$ cat config.mk
export PLATFORM = sky130hd
export DESIGN_NAME = fifo_ext_flat
export DESIGN_NICKNAME = d
export VERILOG_FILES = /design/src/rtl/fifo_ext_if.sv /design/src/rtl/fifo_ext.sv /design/src/flat_wrapper.sv
export SDC_FILE = /design/constraint.sdc
export NUM_CORES = 1
export LEC_CHECK = 0
export ABC_CLOCK_PERIOD_IN_PS = 7260
export BUFFER_PORTS_ARGS = -buffer_cell sky130_fd_sc_hd__clkbuf_2
export CAP_MARGIN = 20
export CORE_ASPECT_RATIO = 1.5
export CORE_MARGIN = 8
export CORE_UTILIZATION = 65
export DETAILED_ROUTE_END_ITERATION = 7
export PLACE_DENSITY = 0.89
export SYNTH_ARGS = -nofsm -noshare
export SYNTH_HDL_FRONTEND = slang
export SYNTH_SLANG_ARGS = --single-unit
$ cat constraint.sdc
create_clock -name clk -period 7.26 [get_ports clk]
set_input_delay 1.815 -clock clk [delete_from_list [all_inputs] [get_ports clk]]
set_output_delay 1.815 -clock clk [all_outputs]
set_load 0.005 [all_outputs]
$ cat src/rtl/fifo_ext_if.sv
// fifo_ext_if: handshake/data bundle for fifo_ext.
//   master: producer/consumer side (drives wr_en, rd_en, din)
//   slave : FIFO side (drives dout, status flags, count, error pulses)
//   count is log2(data_length)+1 bits wide so it can hold 0..data_length.
interface fifo_ext_if #(
    parameter int data_width  = 8,
    parameter int data_length = 16
);
    localparam int CW = $clog2(data_length) + 1;

    logic                  wr_en;
    logic                  rd_en;
    logic [data_width-1:0] din;
    logic [data_width-1:0] dout;
    logic                  empty;
    logic                  full;
    logic                  almost_empty;
    logic                  almost_full;
    logic [CW-1:0]         count;
    logic                  overflow;
    logic                  underflow;

    modport master (
        output wr_en, rd_en, din,
        input  dout, empty, full, almost_empty, almost_full, count, overflow, underflow
    );

    modport slave (
        input  wr_en, rd_en, din,
        output dout, empty, full, almost_empty, almost_full, count, overflow, underflow
    );
endinterface

$ cat src/rtl/fifo_ext.sv
// fifo_ext: single-clock circular-buffer FIFO with status flags and
// overflow/underflow pulses.
//   clk  : rising-edge clock
//   rst  : synchronous active-high reset (wins over wr_en/rd_en)
//   bus  : fifo_ext_if.slave
//          wr_en/din   - write request and data
//          rd_en       - pop request
//          dout        - registered read data (fwft=0) or head word (fwft=1)
//          empty/full/almost_empty/almost_full - decoded from count
//          count       - words stored, 0..data_length
//          overflow    - one-cycle pulse after a rejected write
//          underflow   - one-cycle pulse after a rejected read
module fifo_ext #(
    parameter int data_width    = 8,
    parameter int data_length   = 16,
    parameter int afull_thresh  = 14,
    parameter int aempty_thresh = 2,
    parameter bit fwft          = 1'b0
) (
    input  logic       clk,
    input  logic       rst,
    fifo_ext_if.slave  bus
);
    localparam int AW = $clog2(data_length);
    localparam int CW = AW + 1;
    localparam logic [CW-1:0] FULL_CNT  = CW'(data_length);
    localparam logic [CW-1:0] AFULL_CNT = CW'(afull_thresh);
    localparam logic [CW-1:0] AEMPTY_CNT = CW'(aempty_thresh);

    logic [data_width-1:0] mem [data_length];
    logic [AW-1:0]         wptr, rptr;
    logic [CW-1:0]         cnt;
    logic                  ovf, udf;
    logic                  is_empty, is_full;
    logic                  rd_ok, wr_ok;

    assign is_empty = (cnt == '0);
    assign is_full  = (cnt == FULL_CNT);

    // A write into a full FIFO is only legal when a pop frees the slot in
    // the same cycle; a pop from empty is never legal (no read-through).
    assign rd_ok = bus.rd_en && !is_empty;
    assign wr_ok = bus.wr_en && (!is_full || rd_ok);

    // Storage is not cleared on reset: reset zeroes count, so stale words
    // are unreachable until overwritten.
    always_ff @(posedge clk) begin
        if (!rst && wr_ok)
            mem[wptr] <= bus.din;
    end

    // Pointers wrap naturally since data_length is a power of two.
    always_ff @(posedge clk) begin
        if (rst) begin
            wptr <= '0;
            rptr <= '0;
            cnt  <= '0;
            ovf  <= 1'b0;
            udf  <= 1'b0;
        end else begin
            if (wr_ok) wptr <= wptr + 1'b1;
            if (rd_ok) rptr <= rptr + 1'b1;
            if (wr_ok && !rd_ok)      cnt <= cnt + 1'b1;
            else if (rd_ok && !wr_ok) cnt <= cnt - 1'b1;
            ovf <= bus.wr_en && !wr_ok;
            udf <= bus.rd_en && is_empty;
        end
    end

    generate
        if (fwft) begin : g_fwft
            // Head word shown directly; undefined content while empty.
            assign bus.dout = mem[rptr];
        end else begin : g_reg
            logic [data_width-1:0] dout_r;
            always_ff @(posedge clk) begin
                if (rst)        dout_r <= '0;
                else if (rd_ok) dout_r <= mem[rptr];
            end
            assign bus.dout = dout_r;
        end
    endgenerate

    assign bus.count        = cnt;
    assign bus.empty        = is_empty;
    assign bus.full         = is_full;
    assign bus.almost_empty = (cnt <= AEMPTY_CNT);
    assign bus.almost_full  = (cnt >= AFULL_CNT);
    assign bus.overflow     = ovf;
    assign bus.underflow    = udf;
endmodule

$ cat src/flat_wrapper.sv
// flat-port wrapper written by rule: the top's interface ports become plain ports
module fifo_ext_flat 
#(
    parameter int data_width    = 8,
    parameter int data_length   = 16,
    parameter int afull_thresh  = 14,
    parameter int aempty_thresh = 2,
    parameter bit fwft          = 1'b0
)
  (clk, rst, bus_wr_en, bus_rd_en, bus_din, bus_dout, bus_empty, bus_full, bus_almost_empty, bus_almost_full, bus_count, bus_overflow, bus_underflow);
  fifo_ext_if #(.data_width(data_width), .data_length(data_length)) bus_i ();
  input  logic clk;
  input  logic rst;
  input wire logic [$bits(bus_i.wr_en)-1:0] bus_wr_en;
  input wire logic [$bits(bus_i.rd_en)-1:0] bus_rd_en;
  input wire logic [$bits(bus_i.din)-1:0] bus_din;
  output wire logic [$bits(bus_i.dout)-1:0] bus_dout;
  output wire logic [$bits(bus_i.empty)-1:0] bus_empty;
  output wire logic [$bits(bus_i.full)-1:0] bus_full;
  output wire logic [$bits(bus_i.almost_empty)-1:0] bus_almost_empty;
  output wire logic [$bits(bus_i.almost_full)-1:0] bus_almost_full;
  output wire logic [$bits(bus_i.count)-1:0] bus_count;
  output wire logic [$bits(bus_i.overflow)-1:0] bus_overflow;
  output wire logic [$bits(bus_i.underflow)-1:0] bus_underflow;
  assign bus_i.wr_en = bus_wr_en;
  assign bus_i.rd_en = bus_rd_en;
  assign bus_i.din = bus_din;
  assign bus_dout = bus_i.dout;
  assign bus_empty = bus_i.empty;
  assign bus_full = bus_i.full;
  assign bus_almost_empty = bus_i.almost_empty;
  assign bus_almost_full = bus_i.almost_full;
  assign bus_count = bus_i.count;
  assign bus_overflow = bus_i.overflow;
  assign bus_underflow = bus_i.underflow;
  fifo_ext #(.data_width(data_width), .data_length(data_length), .afull_thresh(afull_thresh), .aempty_thresh(aempty_thresh), .fwft(fwft)) u_core (.clk(clk), .rst(rst), .bus(bus_i));
endmodule
==> reports/metrics.yaml <==
sta:
  setup_viol: 0
  max_freq_mhz: 262
  hold_viol_final: 0
  slew_viol_final: 0
  fin_setup_tns_ns: 0
  worst_pin_slew_ns: 0.823
  rsz0062_at_grt: "no"
  min_period_over_period: 0.526
  max_slew_margin: 0.449
  fin_skew_ns: 0.00589
  fin_crit_ns: 3.82
clock_network:
  path_clk_slew_ns: 0.06
  cts_sinks: 151
  cts_buffer_depth: 2
  ctsResizeCount: 0
  clock_latency_ns: 0.42
  cts_tree: "yes"
  clock_tree.root_cell: "clkbuf_16"
  post_cts.repair.setup_buffers: 0
  ctsHoldBuffers: 0
  cts-htree-levels: 4
  numCtsBuffers: 17
critical_path:
  slowest_stage: "o21a_1"
  r2r-end: "u_core.bus.count[4]"
  cp-start-kind: "input pin"
  cp_cell_sequence: "clkbuf_2 > o21a_1 > inv_2 > ha_1 > inv_1 > ha_1 > a21o_1 > a21oi_1 > mux2i_1 > mux2_2"
  cpPeakStageDelay_ns: 0.38
  critPathTopFamily: "compound AO/OA/AOI/OAI gates"
  path_buf_inv: 3
  critPathKind: "in -> reg"
  worst-path-max-fanout: 11
  reg2reg_from: "u_core.bus.count[0]"
  arrival_ns: 4.13
  cp.required_ns: 7.57
  cp_common_cell: "ha_1"
  rrSetupSlack_ns: 3.76
  cp-end-kind: "flop"
  r2r_cells: 10
power_and_ir_drop:
  power_frac_seq: 0.441
  switchingPower_w: 0.000622
  power_switching_share: 0.268
  power.density_nw_per_um2: 338
  ir_worst_vdd_mv: 0.216
  pwr-share-comb: 0.183
  p_leak_nw: 2.29
  internal_power_w: 0.00170
  power_frac_clock: 0.376
job:
  maxCapViolCount: 0
global_routing:
  grt_pass1_vias: 3300
  antenna_found_initial: 0
  grt_max_degree: 51
  grt_usage: 0.204
  overflow: 0
  grt_pass1_wl_um: 18600
drt:
  wirelength_um: 12300
  dr.pass1.iters: 5
  initialDrtViolationCount: 362
  antenna_violating_nets_post_route: 0
  drc: 0
  dr_total_vias: 3329
  vias_per_cell: 6.29
  wire_per_inst_um: 23.2
final_layout:
  nets: 426
  final_util: 0.750
  layoutNonFillerInstCount: 529
  fin_area_um2: 6860
  drive_gt1_frac: 0.213
  area_growth_syn_to_layout_pct: 13.6
  antenna_cells: 0
outcome:
  outcome: "completed"
synth:
  ys_top_cells_by_area: "edfxtp_1 64%, dfxtp_1 7.6%, mux4_2 6.0%"
  ys_seq_elements: 151
  ys_seq_area_frac: 0.713
  syn_area_per_cell_um2: 16.3
  yosys_warnings: 0
  synthCells: 370
  yosys.area.top_type: "edfxtp_1"
  synth_nets: 392
  netlist_area_um2: 6040
  synth.lib_cells_used.distinct: 39
  synth_top_cell_area_share: 0.637
floorplan:
  die_h_um: 134
  die_x_um: 94.7
  dieArea_um2: 12700
  start_util: 0.660
  core_um2: 9150
  num_io_pins: 31
  rows: 43
min_path:
  hold_end: "u_core.bus.dout[0]"
  hold_depth: 2
  min-delay-start: "u_core.bus.dout[0]"
  hold_class: "reg -> reg"
placement:
  dp.cells: 493
  placed_cell_area_um2: 6230
  place_congestion: 0.859
  port_buffers: 30
  hpwl_um: 7920
cells by family (layout without fill, tap and decap cells):
| family | after synthesis | count (layout) | share of synthesized area |
|---|---|---|---|
| simple gates | 82 | 82 | 0.0647 |
| xor+xnor | 9 | 9 | 0.0131 |
| fa+ha+maj | 10 | 10 | 0.0220 |
| flops | 151 | 151 | 0.713 |
| compound gates | 39 | 39 | 0.0460 |
| mux | 52 | 52 | 0.120 |
| buf+inv | 27 | 74 | 0.0216 |
through the flow:
stage	setup slack, ns	power (W)	hold WS (ns)
3_5_place_dp	3.06	0.00146	0.492
4_1_cts	3.49	0.00232	0.504
5_1_grt	3.29	0.00240	0.526
6_report	3.44	0.00232	0.506
2_1_floorplan	3.45	0.00133	0.484
3_3_place_gp	3.15	0.00145	0.482
layout by cell type (no fill, tap or decap), types with 4 or more instances in the layout:
cell type	instances
dfxtp_1	22
clkbuf_2	30
o22ai_1	16
nor2_1	37
nor3_1	13
mux2i_1	35
edfxtp_1	128
a21oi_1	4
a22o_1	8
inv_1	5
nand2b_1	4
clkbuf_16	17
o211ai_1	4
ha_1	9
nor4_1	8
xor2_1	6
nand2_1	8
mux4_2	16
worst register-to-register path, stage by stage (launching register included):
cell and delay, ns:
dfxtp_1 0.38, or4_1 0.74, o21a_1 0.39, inv_2 0.23, ha_1 0.21, inv_1 0.12
fa_1 0.42, a21o_1 0.20, a21oi_1 0.17, mux2i_1 0.21, mux2_2 0.34
power groups by stage:
stage                     combinational, W  sequential [W]  clock (W)
after floorplan                   0.000300         0.00103          0
after global placement            0.000408         0.00104          0
after global routing              0.000461         0.00103   0.000914
after CTS                         0.000422         0.00102   0.000874
final                             0.000424         0.00102   0.000871
after detailed placement          0.000417         0.00104          0
synth_stat cells, drive strengths merged:
cell type,instances
nor2,37
xor2,6
nand2,8
o21ba,1
and3,2
ha,9
o22ai,16
or3,1
a2111oi,1
mux2i,35
mux4,16
o21a,1
a21o,2
nor3,13
clkbuf,6
or3b,1
buf,15
nor2b,2
o211ai,4
nand3,2
o31ai,1
inv,6
dfxtp,23
nand3b,2
nor4,8
nor4b,1
fa,1
xnor2,3
a21oi,4
nand2b,4
mux2,1
a22o,8
o21ai,1
or4,1
edfxtp,128
flip-flops by register name, indices dropped and copies added, names as in the netlist:
register and cells:
u_core.bus.count 5, u_core.wptr 4, u_core.rptr 4, u_core.bus.overflow 1
u_core.bus.underflow 1, u_core.bus.dout 8, u_core.mem 128
final cells by class:
type	count	area [µm²]
clock buffer	19	453
clock inverter	13	145
fill	537	2290
inverter	6	22.5
multi-input combinational	192	1600
sequential	151	4310
tap	112	140
timing repair buffer	36	190
how the worst max path moves through the flow:
stage | from | endpoint | slack [ns] | cells after the start
2_1_floorplan | bus_rd_en | u_core.bus.count[4] | 3.45 | 10
3_3_place_gp | bus_rd_en | u_core.bus.count[4] | 3.15 | 10
3_5_place_dp | bus_rd_en | u_core.bus.count[4] | 3.06 | 10
4_1_cts | bus_rd_en | u_core.bus.count[4] | 3.49 | 10
5_1_grt | bus_rd_en | u_core.bus.count[4] | 3.29 | 10
6_report | bus_rd_en | u_core.bus.count[4] | 3.44 | 10
routing by layer:
layer  vias up  routed length (µm)  global-route usage
li1       1507                   -                   -
met1      1630                4710               0.237
met2       159                6190               0.324
met3        33                 821              0.0598
met4         0                 533               0.120
met5         -                   0                   0
No activity file was read; power rests on OpenSTA's default activity.
